[config.mk]
export PLATFORM = sky130hd
export DESIGN_NAME = stopwatch_ctrl
export DESIGN_NICKNAME = d
export VERILOG_FILES = /design/src/rtl/stopwatch_pkg.sv /design/src/rtl/stopwatch_ctrl_tick_sync.sv /design/src/rtl/stopwatch_ctrl.sv
export SDC_FILE = /design/constraint.sdc
export NUM_CORES = 1
export LEC_CHECK = 0
export ABC_AREA = 1
export CAP_MARGIN = 20
export CORE_MARGIN = 2
export CORE_UTILIZATION = 54
export CTS_BUF_LIST = sky130_fd_sc_hd__clkbuf_4 sky130_fd_sc_hd__clkbuf_8
export CTS_CLUSTER_SIZE = 8
export DETAILED_ROUTE_END_ITERATION = 8
export DONT_BUFFER_PORTS = 1
export PLACE_DENSITY = 0.75
export SLEW_MARGIN = 5
export SYNTH_ARGS = -nofsm -noshare
export SYNTH_HDL_FRONTEND = slang
export SYNTH_SLANG_ARGS = --single-unit
[constraint.sdc]
create_clock -name clk_100MHz -period 1.55 [get_ports clk_100MHz]
set_input_delay 0.31 -clock clk_100MHz [delete_from_list [all_inputs] [get_ports clk_100MHz]]
set_output_delay 0.31 -clock clk_100MHz [all_outputs]
set_load 0.05 [all_outputs]
[src/rtl/stopwatch_pkg.sv]
// Shared types and constants for the stopwatch run-control block.
package stopwatch_pkg;

  typedef enum logic [1:0] {
    IDLE    = 2'd0,
    RUNNING = 2'd1,
    PAUSED  = 2'd2,
    LAP     = 2'd3
  } sw_state_t;

  typedef struct packed {
    logic [5:0] min;
    logic [5:0] sec;
    logic [6:0] cs;
  } sw_time_t;

  localparam logic [6:0] CS_MAX    = 7'd99;
  localparam logic [5:0] SEC_MAX   = 6'd59;
  localparam sw_time_t   TIME_ZERO = '0;

endpackage

[src/rtl/stopwatch_ctrl_tick_sync.sv]
// Brings the divider's 1 kHz level into the clk_100MHz domain and turns each
// rising edge into a single-cycle tick. The tick is registered, so it is high
// on the 3rd clk_100MHz posedge after clk_1kHz rises.
module tick_sync (
  input  logic clk_100MHz,
  input  logic rst,
  input  logic clk_1kHz,
  output logic tick
);

  // [0] first sync flop, [1] second sync flop, [2] previous value of [1]
  logic [2:0] sync_q;

  // Two-flop synchronizer, edge-history flop and registered edge pulse.
  always_ff @(posedge clk_100MHz) begin
    if (rst) begin
      sync_q <= 3'b000;
      tick   <= 1'b0;
    end else begin
      sync_q <= {sync_q[1:0], clk_1kHz};
      tick   <= sync_q[1] & ~sync_q[2];
    end
  end

endmodule

[src/rtl/stopwatch_ctrl.sv]
// Stopwatch run control: IDLE/RUNNING/PAUSED/LAP sequencing, cascaded
// prescaler/cs/sec/min counters, lap freeze register and registered display.
module stopwatch_ctrl
  import stopwatch_pkg::*;
#(
  parameter int TICKS_PER_CS = 10,
  parameter int MAX_MIN      = 59
) (
  input  logic       clk_100MHz,
  input  logic       rst,
  input  logic       clk_1kHz,
  input  logic       btn_ss,
  input  logic       btn_lap,
  input  logic       btn_clr,
  output logic       div_en,
  output logic [5:0] disp_min,
  output logic [5:0] disp_sec,
  output logic [6:0] disp_cs,
  output logic       running,
  output logic       lap_active,
  output logic       overflow
);

  localparam int         PW        = (TICKS_PER_CS > 1) ? $clog2(TICKS_PER_CS) : 1;
  localparam logic [PW-1:0] PRE_LAST = PW'(TICKS_PER_CS - 1);
  localparam logic [5:0] MIN_LAST  = 6'(MAX_MIN);

  sw_state_t     state_q, state_d;
  sw_time_t      live_q, live_d, lap_q, disp_q;
  logic [PW-1:0] presc_q, presc_d;
  logic          tick, count_en, do_lap, do_clr, wrap, run_d;

  tick_sync u_tick_sync (
    .clk_100MHz (clk_100MHz),
    .rst        (rst),
    .clk_1kHz   (clk_1kHz),
    .tick       (tick)
  );

  // Next-state decode; one transition per cycle, clr > ss > lap.
  always_comb begin
    state_d = state_q;
    do_lap  = 1'b0;
    do_clr  = 1'b0;
    case (state_q)
      IDLE: begin
        if (btn_clr)     state_d = IDLE;
        else if (btn_ss) state_d = RUNNING;
      end
      RUNNING: begin
        if (btn_ss) state_d = PAUSED;
        else if (btn_lap) begin
          state_d = LAP;
          do_lap  = 1'b1;
        end
      end
      LAP: begin
        if (btn_ss)       state_d = PAUSED;
        else if (btn_lap) state_d = RUNNING;
      end
      PAUSED: begin
        if (btn_clr) begin
          state_d = IDLE;
          do_clr  = 1'b1;
        end else if (btn_ss) begin
          state_d = RUNNING;
        end
      end
      default: state_d = IDLE;
    endcase
  end

  // Counting uses the pre-transition state, so a tick coinciding with a stop still counts.
  assign count_en = tick && ((state_q == RUNNING) || (state_q == LAP));
  assign run_d    = (state_d == RUNNING) || (state_d == LAP);

  // Cascaded prescaler -> cs -> sec -> min with wrap detection.
  always_comb begin
    live_d  = live_q;
    presc_d = presc_q;
    wrap    = 1'b0;
    if (do_clr) begin
      live_d  = TIME_ZERO;
      presc_d = '0;
    end else if (count_en) begin
      if (presc_q == PRE_LAST) begin
        presc_d = '0;
        if (live_q.cs == CS_MAX) begin
          live_d.cs = 7'd0;
          if (live_q.sec == SEC_MAX) begin
            live_d.sec = 6'd0;
            if (live_q.min == MIN_LAST) begin
              live_d.min = 6'd0;
              wrap       = 1'b1;
            end else begin
              live_d.min = live_q.min + 6'd1;
            end
          end else begin
            live_d.sec = live_q.sec + 6'd1;
          end
        end else begin
          live_d.cs = live_q.cs + 7'd1;
        end
      end else begin
        presc_d = presc_q + PW'(1);
      end
    end
  end

  // State, counters, lap capture (pre-increment value) and registered outputs.
  always_ff @(posedge clk_100MHz) begin
    if (rst) begin
      state_q    <= IDLE;
      live_q     <= TIME_ZERO;
      lap_q      <= TIME_ZERO;
      disp_q     <= TIME_ZERO;
      presc_q    <= '0;
      overflow   <= 1'b0;
      div_en     <= 1'b0;
      running    <= 1'b0;
      lap_active <= 1'b0;
    end else begin
      state_q    <= state_d;
      live_q     <= live_d;
      presc_q    <= presc_d;
      if (do_lap) lap_q <= live_q;
      disp_q     <= (state_q == LAP) ? lap_q : live_q;
      overflow   <= wrap;
      div_en     <= run_d;
      running    <= run_d;
      lap_active <= (state_d == LAP);
    end
  end

  assign disp_min = disp_q.min;
  assign disp_sec = disp_q.sec;
  assign disp_cs  = disp_q.cs;

endmodule
==> results of run 1 <==
-- state kept, by name, summed over array words and instances (netlist names) --
register            flops
disp_cs                 7
disp_min                6
disp_sec                6
lap_active              1
lap_q                  19
live_q                 19
overflow                1
presc_q                 4
running                 1
state_q                 2
u_tick_sync.sync_q      3
u_tick_sync.tick        1
-- worst max-delay path, delay by kind of cell, from the launching register on --
family | cells | cell delay, ns
flops | 1 | 0.34
simple gates | 6 | 0.81
buf+inv | 3 | 0.26
-- placed cells by master (no fill, tap or decap), types with 2 or more instances in the layout --
| master | count |
|---|---|
| nor2_1 | 31 |
| nand4_1 | 5 |
| bufinv_16 | 2 |
| nand3_1 | 23 |
| inv_1 | 41 |
| a211oi_1 | 3 |
| nand2_2 | 4 |
| nand2_1 | 53 |
| nor2_2 | 5 |
| xor2_1 | 4 |
| clkbuf_8 | 9 |
| a21oi_1 | 47 |
| buf_4 | 11 |
| dfxtp_2 | 4 |
| ha_1 | 2 |
| nor2_4 | 2 |
| clkinv_4 | 2 |
| o21ai_0 | 45 |
| inv_2 | 2 |
| dfxtp_1 | 66 |
| nor3_1 | 4 |
-- cell type report --
type                    count  area (um2)  area share
clock buffers              10         131      0.0412
clock inverters             6        93.8      0.0294
inverters                  45         173      0.0542
multi-input cells         235        1190       0.374
flip-flops and latches     70        1410       0.441
well taps                  70        87.6      0.0275
repair buffers             12         103      0.0322
-- cell families after synthesis --
group | Yosys count | share of synthesized area
and+or+nand+nor | 132 | 0.215
AOI/OAI and AO/OA | 96 | 0.175
DFF | 70 | 0.499
buffers and inverters | 58 | 0.0850
xor gates and xnor gates | 4 | 0.0125
adders and majority gates | 3 | 0.0134
-- power by group --
| group | leakage, uW | internal [uW] | total, uW | switching [uW] |
|---|---|---|---|---|
| registers | 0.000568 | 1830 | 1860 | 29.3 |
| clock network | 0.000110 | 934 | 1640 | 708 |
| logic | 0.000602 | 37.0 | 125 | 87.7 |
| total | 0.00128 | 2800 | 3620 | 824 |
-- layer usage --
metal | vias up | GRT usage
met1 | 1107 | 0.261
met3 | 15 | 0.0581
met5 | - | 0
li1 | 1213 | -
met4 | 0 | 0.111
met2 | 55 | 0.351
-- through the flow --
stage          hold WS (ns)   TNS, ns  setup WS (ns)
4_1_cts              0.0164         0         0.0118
3_3_place_gp          0.377         0         0.0951
2_1_floorplan         0.373         0         0.0467
5_1_grt              0.0126  -0.00107       -0.00107
6_report             0.0237         0         0.0833
3_5_place_dp          0.385         0         0.0261
-- what timing repair did --
item                                    4_1_cts  5_1_grt
endpoints found under the hold margin         0        0
buffers inserted                              0        1
gates resized for setup                       0       12
endpoints found under the setup margin        0       10
-- worst max path at each step --
stage / start / to / slack [ns] / cells past startpoint
2_1_floorplan: live_q[0] / live_q[16] / 0.05 / 10
3_3_place_gp: live_q[1] / live_q[16] / 0.1 / 10
5_1_grt: presc_q[0] / live_q[16] / -0.001 / 9
6_report: presc_q[0] / live_q[16] / 0.08 / 9
3_5_place_dp: live_q[1] / live_q[16] / 0.03 / 10
4_1_cts: live_q[1] / live_q[16] / 0.01 / 10
==> flow_summary.toml, run 1 <==
[status]
status = "finished, final reports clean"

[drt]
dr_wl_met3_um = 276
met2_length_um = 2810
dr.pass1.iters = 4
drt_first_iter_violations = 116
top_layer = "met4"
drc = 0
drt_wl_total_um = 5750
wire_per_inst_um = 12.8
drtAntennaViolNets = 0
vias = 2390
met1_length_um = 2520
viasPerCell = 5.33

[sta]
post-route-period-util = 0.946
slew_headroom = 0.666
worstMarginPinSlew_ns = 0.497
clock_skew_ns = 0.0124
max_clock_freq_ghz = 0.682
slew_violations = 0
fin_crit_ns = 1.47
setup_viol = 0
hold_viol_final = 0

[global_routing]
grt_pass1_vias = 2246
grt_max_degree = 40
antenna_found_initial = 0
grt_pass1_wl_um = 9920
grt.total_usage = 0.215
grt_overflow = 0

[flow_run]
maxCapViolCount = 0

[critical_path]
crit_chain = "inv_1 -> nor2_1 -> nand3_4 -> nor2_8 -> buf_4 -> nand3_1 -> nand2_1 -> nand2_1 -> inv_1"
crit_type = "flip-flop to flip-flop"
rr_worst_depth = 9
cp-end-kind = "flip-flop"
cp_max_fo = 7
rrSetupSlack_ns = 0.08
critPathSlowestCell = "dfxtp_1"
timing.rr.start = "presc_q[0]"
worst_ep_required_time_ns = 1.85
startpoint_type = "flip-flop"
max_stage_delay_ns = 0.34
critical_path_arrival_ns = 1.77
reg2reg_to = "live_q[16]"

[pwr]
p_leak_uw = 0.00128
power_density_nw_per_um2 = 1140
peakVddDrop_mv = 0.716
power_uw = 3620

[final_layout]
n_antenna_cell = 0
n_fill_cell = 445
nets = 382
drive_gt1_frac = 0.140
fin_util = 0.628
final_area_um2 = 3190
fin_cells = 448
areaGrowthSynthToFinish_pct = 13.4

[synthesis]
synthCells = 363
synth_ff_type = "dfxtp_1"
ys_ff_latch = 70
synth.area.top_cells = "dfxtp_1, a21oi_1, o21ai_0"
yosysMostFrequentCell = "dfxtp_1"
synth_top_cell_area_share = 0.499
ys_async_sr_fraction = 0
yosysSeqAreaShare = 0.499
synthTopCellsByCount = "dfxtp_1, nand2_1, a21oi_1"
yosysWarningCount = 0
syn_area_um2 = 2810
syn_avg_cell_area_um2 = 7.74
yosys.area.top_type = "dfxtp_1"
synth_cell_types = 27
synth_edf_count = 0
synth_nets = 372

[die]
initial_utilization = 0.554
design.portCount = 29
dieArea_um2 = 5800
coreArea_um2 = 5070
rows = 26
die_w_um = 76.1
die-height_um = 76.1

[clock_tree]
cts_root_buf = "clkbuf_8"
htreeDepth = 3
cts_hold_buf = 0
insertion_delay_ns = 0.35
clockBufferDepth = 2
numCtsBuffers = 9
cts.clk_slew.worst_paths_ns = 0.07
cts_tree = "yes"
clock_sinks = 70

[worst_hold_path]
hp-start = "rst"
worstHoldPathType = "input port to flip-flop"
holdPathStages = 1
hold_end = "state_q[0]"

[place]
routabilityCongestion = 0.903
port_buffers = 0
hpwlAfterDp_um = 3910
dpl-instance-area_um2 = 2920
dp_cells = 431
(Power assumes the default switching activity.)
==> inputs of run 2 (changes only) <==
--- a/config.mk
+++ b/config.mk
@@ -7,6 +7,7 @@
 export LEC_CHECK = 0
 export ABC_AREA = 1
 export CAP_MARGIN = 20
+export CORE_ASPECT_RATIO = 1.1
 export CORE_MARGIN = 2
 export CORE_UTILIZATION = 54
 export CTS_BUF_LIST = sky130_fd_sc_hd__clkbuf_4 sky130_fd_sc_hd__clkbuf_8
==> flow_summary.toml, run 2 (synthesis results as in run 1) <==
[pwr]
swShare = 0.224
p_clk_frac = 0.440
switchingPower_uw = 790
peakVddDrop_mv = 0.627
power_density_nw_per_um2 = 1120
comb_power_share = 0.034
intPower_uw = 2740
p_leak_uw = 0.00129
power_frac_seq = 0.525

[clock_tree]
clockBufferDepth = 2
cts_tree = "yes"
numCtsBuffers = 9
cts_root_buf = "clkbuf_8"
htreeDepth = 3
clock_sinks = 70
insertion_delay_ns = 0.34
cts.clk_slew.worst_paths_ns = 0.08

[sta]
slew_violations = 0
tns_ns = 0
fin_crit_ns = 1.45
max_clock_freq_ghz = 0.690
rsz0062_at_grt = "false"
fin_ws_ns = 0.100
post-route-period-util = 0.935
setup_viol = 0
worstMarginPinSlew_ns = 0.494
hold_viol_final = 0
clock_skew_ns = 0.00924
slew_headroom = 0.670

[global_routing]
grt_pass1_vias = 2073
grt.total_usage = 0.212
grt_overflow = 0
grt_max_degree = 39
antenna_found_initial = 0
grt_pass1_wl_um = 9390

[critical_path]
critical_path_arrival_ns = 1.70
setup.worst_path.start = "live_q[0]"
rr_worst_depth = 10
timing.rr.start = "live_q[0]"
max_stage_delay_ns = 0.34
cp-end-kind = "flip-flop"
crit_type = "flip-flop to flip-flop"
worst_ep_required_time_ns = 1.80
critPathSlowestCell = "dfxtp_1"
rrSetupSlack_ns = 0.10
cp_top_family = "simple AND/OR/NAND/NOR gates"
startpoint_type = "flip-flop"
cp_num_cells = 10
cp_num_buf_inv = 2
reg2reg_to = "live_q[16]"
cp_max_fo = 7
crit_chain = "ha_2 -> inv_1 -> nor2_1 -> nand3_2 -> nor2_8 -> nand2_2 -> nand2_4 -> nand2_1 -> nand2_1 -> inv_1"
crit_end = "live_q[16]"

[final_layout]
final_cell_mix = "dfxtp_1, nand2_1, a21oi_1, o21ai_0, inv_1"
nets = 384
layout_commonest_cell = "dfxtp_1"
areaGrowthSynthToFinish_pct = 12.7
drive_gt1_frac = 0.137
final_area_um2 = 3170
n_antenna_cell = 0

[place]
hpwlAfterDp_um = 3850
dpl-instance-area_um2 = 2930
place_ws_ns = 0.0447
routabilityCongestion = 0.841
port_buffers = 0

[drt]
viasPerCell = 5.41
wire_per_inst_um = 12.6
vias = 2369
drtAntennaViolNets = 0
drc = 0
drt_first_iter_violations = 180
drt_wl_total_um = 5500
dr.pass1.iters = 5

[die]
die_w_um = 72.8
design.portCount = 29
initial_utilization = 0.562
dieArea_um2 = 5800
coreArea_um2 = 5000
die-height_um = 79.7
rows = 27

[flow_run]
maxCapViolCount = 0

[worst_hold_path]
worstHoldPathType = "input port to flip-flop"

[status]
status = "finished, final reports clean"
-- run 2: worst min-delay path by stage --
stage | from | endpoint | slack, ns | cells after the start
final | rst | state_q[0] | 0.03 | 1
after global routing | rst | state_q[0] | 0.02 | 1
after floorplan | u_tick_sync.sync_q[2] | u_tick_sync.tick | 0.37 | 1
after detailed placement | u_tick_sync.sync_q[2] | u_tick_sync.tick | 0.38 | 1
after global placement | u_tick_sync.sync_q[2] | u_tick_sync.tick | 0.38 | 1
after CTS | rst | state_q[0] | 0.02 | 1
-- run 2: per-layer routing --
metal,up-vias,track usage,wire length [um]
met5,-,0,0
met4,0,0.0944,65
met3,8,0.0518,306
met2,70,0.335,2570
met1,1072,0.272,2560
li1,1219,-,-
-- run 2: area by class of cell --
| class | instances | area [um2] |
|---|---|---|
| clock buffers | 12 | 165 |
| clock inverters | 4 | 52.6 |
| fillers | 435 | 1830 |
| inverters | 45 | 170 |
| multi-input cells | 235 | 1180 |
| flip-flops and latches | 70 | 1400 |
| well taps | 58 | 72.6 |
| repair buffers | 14 | 118 |
-- run 2: power groups by stage --
stage                     Clock (uW)  Combinational [uW]  Sequential [uW]
after floorplan                    0                90.5             1900
after global placement             0                 117             1900
after detailed placement           0                 121             1900
after CTS                       1590                 122             1860
after global routing            1680                 140             1860
final                           1560                 121             1860
-- run 2: through the flow --
| stage | hold WS, ns | std cells | util | total power, uW |
|---|---|---|---|---|
| floorplan | 0.373 | 363 | - | 1990 |
| detailed placement | 0.383 | 422 | 0.586 | 2020 |
| finish | 0.0276 | 438 | 0.633 | 3530 |
| global route | 0.0185 | 438 | 0.633 | 3680 |
| global placement | 0.379 | 422 | 0.586 | 2010 |
| CTS | 0.0216 | 438 | 0.630 | 3560 |
-- run 2: worst register-to-register path, delay by kind of cell (launching register included) --
kind	cells	cell delay, ns
adders and majority gates	1	0.19
DFF	1	0.34
and+or+nand+nor	7	0.72
buffers and inverters	2	0.09
-- run 2: timing repair --
item,4_1_cts,5_1_grt
hold buffers,0,0
setup endpoints to repair,0,25
buffers inserted,0,0
gates resized for setup,0,7
endpoints found under the hold margin,0,0
==> inputs of run 3 (changes only) <==
--- a/config.mk
+++ b/config.mk
@@ -8,13 +8,11 @@
 export ABC_AREA = 1
 export CAP_MARGIN = 20
 export CORE_ASPECT_RATIO = 1.1
-export CORE_MARGIN = 2
-export CORE_UTILIZATION = 54
-export CTS_BUF_LIST = sky130_fd_sc_hd__clkbuf_4 sky130_fd_sc_hd__clkbuf_8
+export CORE_UTILIZATION = 50
+export CTS_BUF_LIST = sky130_fd_sc_hd__clkbuf_16
 export CTS_CLUSTER_SIZE = 8
 export DETAILED_ROUTE_END_ITERATION = 8
-export DONT_BUFFER_PORTS = 1
-export PLACE_DENSITY = 0.75
+export PLACE_DENSITY = 0.77
 export SLEW_MARGIN = 5
 export SYNTH_ARGS = -nofsm -noshare
 export SYNTH_HDL_FRONTEND = slang
==> flow_summary.toml, run 3 (synthesis results as in run 1) <==
[die]
rows = 28
die_w_um = 73.5
initial_utilization = 0.521
die-height_um = 80.6
dieArea_um2 = 5920
design.portCount = 29
coreArea_um2 = 5400

[drt]
viasPerCell = 5.08
drt_wl_total_um = 5670
vias = 2471
drc = 0
dr.pass1.iters = 4
drt_first_iter_violations = 150
wire_per_inst_um = 11.7
drtAntennaViolNets = 0

[critical_path]
critPathSlowestCell = "dfxtp_1"
timing.rr.start = "presc_q[0]"
cp-end-kind = "flip-flop"
max_stage_delay_ns = 0.32
reg2reg_to = "live_q[13]"
cp_max_fo = 11
setup.worst_path.start = "presc_q[0]"
rrSetupSlack_ns = 0.12
rr_worst_depth = 8
crit_chain = "inv_1 -> nor2_1 -> nand2_2 -> nor2_4 -> buf_4 -> nand3_1 -> nand2_1 -> a21oi_1"
crit_end = "live_q[13]"
worst_ep_required_time_ns = 1.77
startpoint_type = "flip-flop"
crit_type = "flip-flop to flip-flop"
critical_path_arrival_ns = 1.65

[pwr]
swShare = 0.222
intPower_uw = 3140
peakVddDrop_mv = 0.768
power_frac_seq = 0.457
p_clk_frac = 0.500
comb_power_share = 0.043
p_leak_uw = 0.00148
power_density_nw_per_um2 = 1130
switchingPower_uw = 894

[sta]
timing.hold.ws_ns = 0.384
setup_viol = 0
slew_headroom = 0.725
worstMarginPinSlew_ns = 0.409
fin_crit_ns = 1.43
post-route-period-util = 0.923
tns_ns = 0
slew_violations = 0
max_clock_freq_ghz = 0.699
hold_viol_final = 0
clock_skew_ns = 0.00769

[flow_run]
maxCapViolCount = 0

[clock_tree]
cts_resized = 0
clock_sinks = 70
post_cts.repair.setup_buffers = 0
numCtsBuffers = 9
htreeDepth = 3
cts_root_buf = "clkbuf_16"
cts_tree = "yes"
clockBufferDepth = 2
cts_hold_buf = 0
insertion_delay_ns = 0.33
cts.clk_slew.worst_paths_ns = 0.05

[final_layout]
n_fill_cell = 446
multi_input_area_um2 = 1210
final-seq-area_um2 = 1400
nets = 415
final_cell_mix = "dfxtp_1, nand2_1, a21oi_1, o21ai_0, inv_1"
layout_commonest_cell = "dfxtp_1"
drive_gt1_frac = 0.190
fin_cells = 486
final_area_um2 = 3560
n_antenna_cell = 0
areaGrowthSynthToFinish_pct = 26.7

[global_routing]
antenna_found_initial = 0
grt_max_degree = 39
grt.total_usage = 0.217
grt_pass1_wl_um = 9670
grt_pass1_vias = 2199
grt_overflow = 0

[place]
hpwlAfterDp_um = 3900
dpl-instance-area_um2 = 3210
routabilityCongestion = 0.899
port_buffers = 28
dp_cells = 470

[worst_hold_path]
worstHoldPathType = "flip-flop to flip-flop"
hp-start = "u_tick_sync.sync_q[2]"

[status]
status = "finished, final reports clean"
==> run 3: changes by cell type in the layout (fill, tap and decap cells not counted), sizes merged <==
cell	before	now
buf	14	40
clkdlybuf4s50	0	5
clkbuf	12	9
clkinv	3	5
clkinvlp	0	2
inv	45	44
==> run 3: critical path: cells and delay by family, from the launching register on <==
family                 cells  cell delay [ns]
AO/OA/AOI/OAI              1             0.06
buffers and inverters      2             0.25
flip-flops                 1             0.32
AND/OR/NAND/NOR            5             0.68
==> run 3: cell type report <==
type | instances | area share
multi-input cells | 235 | 0.340
inverters | 45 | 0.0478
repair buffers | 45 | 0.108
clock buffers | 9 | 0.0633
clock inverters | 7 | 0.0211
well taps | 75 | 0.0264
flip-flops and latches | 70 | 0.394
==> run 3: how the worst min path moves through the flow <==
stage / to / slack (ns) / cells past startpoint
finish: u_tick_sync.tick / 0.38 / 1
global route: u_tick_sync.tick / 0.40 / 1
CTS: u_tick_sync.tick / 0.39 / 1
detailed placement: u_tick_sync.tick / 0.38 / 1
global placement: u_tick_sync.tick / 0.38 / 1
floorplan: u_tick_sync.tick / 0.37 / 1
==> run 3: layer usage <==
layer	up-vias	track usage	wire length, um
li1	1275	-	-
met2	79	0.345	2640
met4	0	0.0942	146
met3	12	0.0652	340
met5	-	0	0
met1	1105	0.268	2550
==> run 3: power groups by stage <==
stage | sequential (uW) | clock (uW) | combinational [uW]
floorplan | 1900 | 0 | 90.5
global placement | 1880 | 0 | 170
detailed placement | 1880 | 0 | 173
CTS | 1840 | 2050 | 174
global route | 1840 | 2140 | 194
finish | 1840 | 2020 | 175
==> run 3: through the flow <==
stage	power, uW	util	setup WS (ns)
2_1_floorplan	1990	-	0.0467
3_3_place_gp	2050	0.595	0.0510
3_5_place_dp	2050	0.595	0.0111
4_1_cts	4060	0.651	0.0347
5_1_grt	4180	0.660	-0.00438
6_report	4030	0.660	0.119
